`config.mk`:
```
export PLATFORM = sky130hd
export DESIGN_NAME = display_scan
export DESIGN_NICKNAME = d
export VERILOG_FILES = /design/src/rtl/display_pkg.sv /design/src/rtl/seg7_decode.sv /design/src/rtl/display_scan.sv
export SDC_FILE = /design/constraint.sdc
export NUM_CORES = 1
export LEC_CHECK = 0
export CAP_MARGIN = 0
export CORE_ASPECT_RATIO = 0.6
export CORE_MARGIN = 3
export CORE_UTILIZATION = 45
export DETAILED_ROUTE_END_ITERATION = 16
export PLACE_DENSITY = 0.61
export SYNTH_ARGS = -nofsm -noshare
export SYNTH_HDL_FRONTEND = slang
export SYNTH_SLANG_ARGS = --single-unit
```
`constraint.sdc`:
```
create_clock -name clk -period 3 [get_ports clk]
set_input_delay 0.6 -clock clk [delete_from_list [all_inputs] [get_ports clk]]
set_output_delay 0.6 -clock clk [all_outputs]
set_load 0.03 [all_outputs]
```
`src/rtl/display_pkg.sv`:
```
`default_nettype none
// ============================================================================
// Module      : display_pkg
// Description : Shared segment patterns and digit code constants for the
//               multiplexed 7-segment display scanner.
// Revision    : 1.0 - initial release
// ============================================================================
package display_pkg;

    // Logical segment patterns, bit order {g,f,e,d,c,b,a}, 1 = lit
    localparam logic [6:0] SEG_0     = 7'h3F;
    localparam logic [6:0] SEG_1     = 7'h06;
    localparam logic [6:0] SEG_2     = 7'h5B;
    localparam logic [6:0] SEG_3     = 7'h4F;
    localparam logic [6:0] SEG_4     = 7'h66;
    localparam logic [6:0] SEG_5     = 7'h6D;
    localparam logic [6:0] SEG_6     = 7'h7D;
    localparam logic [6:0] SEG_7     = 7'h07;
    localparam logic [6:0] SEG_8     = 7'h7F;
    localparam logic [6:0] SEG_9     = 7'h6F;
    localparam logic [6:0] SEG_MINUS = 7'h40;
    localparam logic [6:0] SEG_BLANK = 7'h00;

    // Digit codes with special meaning; B..F all render blank
    localparam logic [3:0] CODE_ZERO  = 4'h0;
    localparam logic [3:0] CODE_MINUS = 4'hA;
    localparam logic [3:0] CODE_BLANK = 4'hF;

endpackage : display_pkg
`default_nettype wire

```
`src/rtl/seg7_decode.sv`:
```
`default_nettype none
// ============================================================================
// Module      : seg7_decode
// Description : Combinational 4-bit digit code to logical 7-segment pattern.
//               Codes 0-9 are decimal glyphs, A is minus, B-F are blank.
// Revision    : 1.0 - initial release
// ============================================================================
module seg7_decode
    import display_pkg::*;
(
    input  logic [3:0] code,
    output logic [6:0] pattern
);

    // Glyph lookup
    always_comb begin
        pattern = SEG_BLANK;
        case (code)
            4'h0:       pattern = SEG_0;
            4'h1:       pattern = SEG_1;
            4'h2:       pattern = SEG_2;
            4'h3:       pattern = SEG_3;
            4'h4:       pattern = SEG_4;
            4'h5:       pattern = SEG_5;
            4'h6:       pattern = SEG_6;
            4'h7:       pattern = SEG_7;
            4'h8:       pattern = SEG_8;
            4'h9:       pattern = SEG_9;
            CODE_MINUS: pattern = SEG_MINUS;
            default:    pattern = SEG_BLANK;
        endcase
    end

endmodule : seg7_decode
`default_nettype wire

```
`src/rtl/display_scan.sv`:
```
`default_nettype none
// ============================================================================
// Module      : display_scan
// Description : Time-multiplexed 7-segment scanner with double-buffered digit
//               data (commits only at frame wrap), ghost blanking between
//               slots, leading-zero blanking and a negative sign on the MSD.
// Revision    : 1.0 - initial release
// ============================================================================
module display_scan
    import display_pkg::*;
#(
    parameter int DIGITS     = 4,
    parameter int DIV        = 100000,
    parameter int ACTIVE_LOW = 1
) (
    input  logic                  clk,
    input  logic                  rst_n,
    input  logic [4*DIGITS-1:0]   digits_bcd,
    input  logic                  neg,
    input  logic                  blank_lz,
    input  logic                  load,
    output logic [6:0]            seg,
    output logic [DIGITS-1:0]     an,
    output logic                  frame_done
);

    localparam int CNT_W = $clog2(DIV);
    localparam int IDX_W = $clog2(DIGITS);

    localparam logic [CNT_W-1:0]  c_cnt_last = CNT_W'(DIV - 1);
    localparam logic [IDX_W-1:0]  c_idx_last = IDX_W'(DIGITS - 1);
    // XOR masks that convert logical (1 = on) values to pin polarity
    localparam logic [6:0]        c_seg_pol  = (ACTIVE_LOW != 0) ? 7'h7F : 7'h00;
    localparam logic [DIGITS-1:0] c_an_pol   = (ACTIVE_LOW != 0) ? {DIGITS{1'b1}} : {DIGITS{1'b0}};
    localparam logic [6:0]        c_seg_off  = SEG_BLANK ^ c_seg_pol;
    localparam logic [DIGITS-1:0] c_an_off   = c_an_pol;

    logic [CNT_W-1:0]    r_cnt;
    logic [IDX_W-1:0]    r_idx;
    logic                r_tick_d;
    logic                r_live;
    logic [4*DIGITS-1:0] r_act_digits;
    logic                r_act_neg;
    logic                r_act_blz;
    logic [4*DIGITS-1:0] r_pnd_digits;
    logic                r_pnd_neg;
    logic                r_pnd_blz;
    logic                r_pnd_valid;

    logic                w_tick;
    logic                w_wrap;
    logic [DIGITS-1:0]   w_lz;
    logic [3:0]          w_code;
    logic [3:0]          w_shown_code;
    logic [6:0]          w_pattern;
    logic [DIGITS-1:0]   w_onehot;

    assign w_tick   = (r_cnt == c_cnt_last);
    assign w_wrap   = w_tick && (r_idx == c_idx_last);
    assign w_onehot = DIGITS'(1) << r_idx;

    // Prescaler, slot index, ghost-phase marker and frame pulse
    always_ff @(posedge clk or negedge rst_n) begin
        if (!rst_n) begin
            r_cnt      <= '0;
            r_idx      <= '0;
            r_tick_d   <= 1'b0;
            r_live     <= 1'b0;
            frame_done <= 1'b0;
        end else begin
            r_cnt      <= w_tick ? '0 : r_cnt + CNT_W'(1);
            r_tick_d   <= w_tick;
            frame_done <= w_wrap;
            if (r_tick_d) begin
                r_live <= 1'b1;
            end
            if (w_tick) begin
                r_idx <= (r_idx == c_idx_last) ? '0 : r_idx + IDX_W'(1);
            end
        end
    end

    // Double buffer: loads land in pending, pending moves to active only at wrap
    always_ff @(posedge clk or negedge rst_n) begin
        if (!rst_n) begin
            r_act_digits <= '0;
            r_act_neg    <= 1'b0;
            r_act_blz    <= 1'b0;
            r_pnd_digits <= '0;
            r_pnd_neg    <= 1'b0;
            r_pnd_blz    <= 1'b0;
            r_pnd_valid  <= 1'b0;
        end else if (load && w_wrap) begin
            r_act_digits <= digits_bcd;
            r_act_neg    <= neg;
            r_act_blz    <= blank_lz;
            r_pnd_valid  <= 1'b0;
        end else if (load) begin
            r_pnd_digits <= digits_bcd;
            r_pnd_neg    <= neg;
            r_pnd_blz    <= blank_lz;
            r_pnd_valid  <= 1'b1;
        end else if (w_wrap && r_pnd_valid) begin
            r_act_digits <= r_pnd_digits;
            r_act_neg    <= r_pnd_neg;
            r_act_blz    <= r_pnd_blz;
            r_pnd_valid  <= 1'b0;
        end
    end

    // A digit is a leading zero when it and every more significant digit are 0
    genvar gi;
    generate
        for (gi = 0; gi < DIGITS; gi++) begin : g_lz
            assign w_lz[gi] = (r_act_digits[4*DIGITS-1:4*gi] == '0);
        end
    endgenerate

    // Choose the code for the current slot: sign beats blanking beats data
    always_comb begin
        w_code       = r_act_digits[{r_idx, 2'b00} +: 4];
        w_shown_code = w_code;
        if (r_act_neg && (r_idx == c_idx_last)) begin
            w_shown_code = CODE_MINUS;
        end else if (r_act_blz && (r_idx != '0) && w_lz[r_idx]) begin
            w_shown_code = CODE_BLANK;
        end
    end

    seg7_decode u_decode (
        .code    (w_shown_code),
        .pattern (w_pattern)
    );

    // Output register: all-off for one cycle after every tick, then drive slot
    always_ff @(posedge clk or negedge rst_n) begin
        if (!rst_n) begin
            seg <= c_seg_off;
            an  <= c_an_off;
        end else if (w_tick) begin
            an  <= c_an_off;
        end else if (r_tick_d || r_live) begin
            an  <= w_onehot ^ c_an_pol;
            seg <= w_pattern ^ c_seg_pol;
        end
    end

endmodule : display_scan
`default_nettype wire

```
==> impl_metrics.tcl <==
set metrics [dict create \
    status "finished clean" \
    max_slew_margin 0.580 \
    seq_area_frac_synth 0.528 \
    finalCritPeriodShare 0.874 \
    dr_wl_met2_microns 2700 \
    area_growth_syn_to_layout_pct 21.0 \
    power_density_nw_per_um2 523 \
    start_kind "flip-flop" \
    io_buffers 32 \
    die_area_sq_um 8540 \
    synth.largest_area_cell "dfrtp_1" \
    synth_flop_cell "dfrtp_1" \
    hold_viol 0 \
    yosys_warnings 0 \
    antenna_found_initial 0 \
    n_antenna_cell 0 \
    max_freq_ghz 0.381 \
    rsz0062_at_grt "no" \
    nNetsFinal 366 \
    path_clk_slew_ps 50 \
    grt_pass1_vias 2395 \
    async_flop_share 1.00 \
    min_path_type "in2async" \
    vias_per_cell 5.36 \
    finalClockSkew_ps 7.05 \
    synth_edf_count 0 \
    die_width_microns 117 \
    seq_area_sq_um 1770 \
    synth_seq_cells 70 \
    ys_top_cells_by_area "dfrtp_1, dfstp_2, mux2_2" \
    setup_violations 0 \
    htree_levels 3 \
    ctsHoldBuffers 0 \
    drv_slew 0 \
    fp.dieH_microns 72.8 \
    path_class "reg2reg" \
    root_buffer "clkbuf_16" \
    peakVddDrop_v 0.000409 \
    track_usage 0.189 \
    wire_per_inst_microns 15.9 \
    yosysTopAreaCellShare 0.441 \
    cts_tree "built" \
    drt_iter0_drc 127 \
    cts_buffers 9 \
    core-area_sq_um 6940 \
    gp_congestion 0.855 \
    maxCapViolCount 0 \
    yosysUniqueCellTypes 51 \
    wl_met1_microns 3950 \
    tns_ps 0 \
    cp-end-kind "flip-flop" \
    final_common_cell "dfrtp_1" \
    post_cts_resized 0 \
    avgSynthCellArea_sq_um 11.2 \
    wirelength_microns 7000 \
    start_util 0.482 \
    drive_gt1_frac 0.180 \
    maxUsedRoutingLayer "met4" \
    clock-sinks 70 \
    drc_errors 0 \
    worstPathRequired_ps 3270 \
    grt_overflow 0 \
    cts_setup_buffers 0 \
    worstPathArrival_ps 2890 \
    n_fill_cell 616 \
    synth_area_sq_um 3340 \
    dp_cells 424 \
    finalCriticalPeriod_ps 2620 \
    syn_inst 298 \
    clk_path_buf_depth 2 \
    grt_max_degree 45 \
    ios 33 \
    most-common-layout-cells "dfrtp_1, clkdlybuf4s50_1, nand2_1, o21ai_0" \
    worstMarginPinSlew_ps 630 \
    worstSkewPairLatency_ps 330 \
    met3_length_microns 329 \
    dpl.hpwl_microns 5040 \
    ant_nets 0 \
    dr_total_vias 2353 \
    cp_max_fo 7 \
    num_rows 23 \
    firstDrtPassIters 6 \
    final_cell_count_no_fill 439 \
    grt_pass1_wl_microns 12200 \
    leakage_nw 1.69 \
    synth_nets 329 \
    multi_input_area_sq_um 1450 \
]
## final cells by class
| cell class | count | area share |
|---|---|---|
| clock buffer | 14 | 0.0652 |
| timing repair buffer | 41 | 0.0977 |
| multi-input combinational | 201 | 0.357 |
| tap | 100 | 0.0309 |
| sequential | 70 | 0.436 |
| inverter | 12 | 0.0111 |
| clock inverter | 1 | 0.00124 |
## worst max-delay path, cell delays in order, from the launching register on
cell       delay, ps
dfrtp_1          520
inv_1            160
ha_1             250
nand3b_1         150
a211oi_1         280
o21ai_0          260
inv_1            160
ha_1             190
nor2b_1           70
a2111oi_2        350
o22a_1           170
## state kept, by name, summed over array words and instances, names as in the netlist
signal / flops
r_pnd_blz: 1
r_act_neg: 1
r_cnt: 17
r_act_digits: 16
r_pnd_valid: 1
an: 4
r_idx: 2
r_pnd_digits: 16
frame_done: 1
r_act_blz: 1
r_tick_d: 1
r_live: 1
seg: 7
r_pnd_neg: 1
## per-layer routing
layer  track usage  vias to the layer above
met5             0                        -
met4        0.0547                        0
met3        0.0688                        4
met2         0.242                       40
met1         0.295                     1147
li1              -                     1162
## worst paths after layout
path	to	cells past startpoint	startpoint	slack (ps)
worst max-delay path	seg[5]$_DFFE_PN1P_	10	r_idx[0]$_DFFE_PN0N_	380
worst min-delay path	r_live$_DFFE_PN0P_	1	rst_n	290
worst max register to register	seg[5]$_DFFE_PN1P_	10	r_idx[0]$_DFFE_PN0N_	380
worst min register to register	seg[6]$_DFFE_PN1P_	2	seg[6]$_DFFE_PN1P_	480
max in group asynchronous	an[0]$_DFFE_PN1P_	2	rst_n	2010
min in group clk	seg[6]$_DFFE_PN1P_	2	seg[6]$_DFFE_PN1P_	480
## Yosys cell counts, types with 2 or more instances
library cell  instances
xnor2_1              11
nor4_1                6
mux4_1                2
a21oi_1               4
o21ai_1               2
dfrtp_1              59
ha_1                 10
a31oi_1               2
dfstp_2              11
nor4b_1               2
buf_6                 3
mux4_2                2
o22a_1                4
inv_1                11
mux2_2               18
o221ai_1              4
o22ai_1              18
and2_1                2
nor3_1                4
nand4_1               5
and3_1                2
nor2b_1               3
nand3_1               7
nor2_1               16
nand2_1              29
o21ai_0              24
xor2_1                4
clkbuf_1              7
buf_2                 4
## kinds of logic (layout without fill, tap and decap cells)
| family | count (synthesis) | in the layout | share of synthesized area |
|---|---|---|---|
| AOI/OAI and AO/OA | 66 | 66 | 0.125 |
| adders and majority gates | 10 | 10 | 0.0374 |
| xor gates and xnor gates | 15 | 15 | 0.0393 |
| DFF | 70 | 70 | 0.528 |
| and+or+nand+nor | 87 | 87 | 0.138 |
| buffers and inverters | 27 | 68 | 0.0397 |
| muxes | 23 | 23 | 0.0928 |
## power breakdown
group / internal [mW] / switching, mW / total [mW]
clock: 0.599 / 0.363 / 0.962
sequential: 0.982 / 0.0227 / 1.00
combinational: 0.0784 / 0.0715 / 0.150
total: 1.66 / 0.457 / 2.12
## stage by stage
step | power (mW) | utilization | setup WS [ps] | instance area (sq um) | hold slack, ps
2_1_floorplan | 1.10 | - | 541 | 3340 | 304
3_3_place_gp | 1.17 | 0.545 | 389 | 3780 | 476
3_5_place_dp | 1.17 | 0.545 | 371 | 3780 | 481
4_1_cts | 2.15 | 0.583 | 362 | 4050 | 301
5_1_grt | 2.20 | 0.583 | 25.3 | 4050 | 330
6_report | 2.12 | 0.583 | 378 | 4050 | 293
Note: power is estimated with default switching activity, not from simulation.
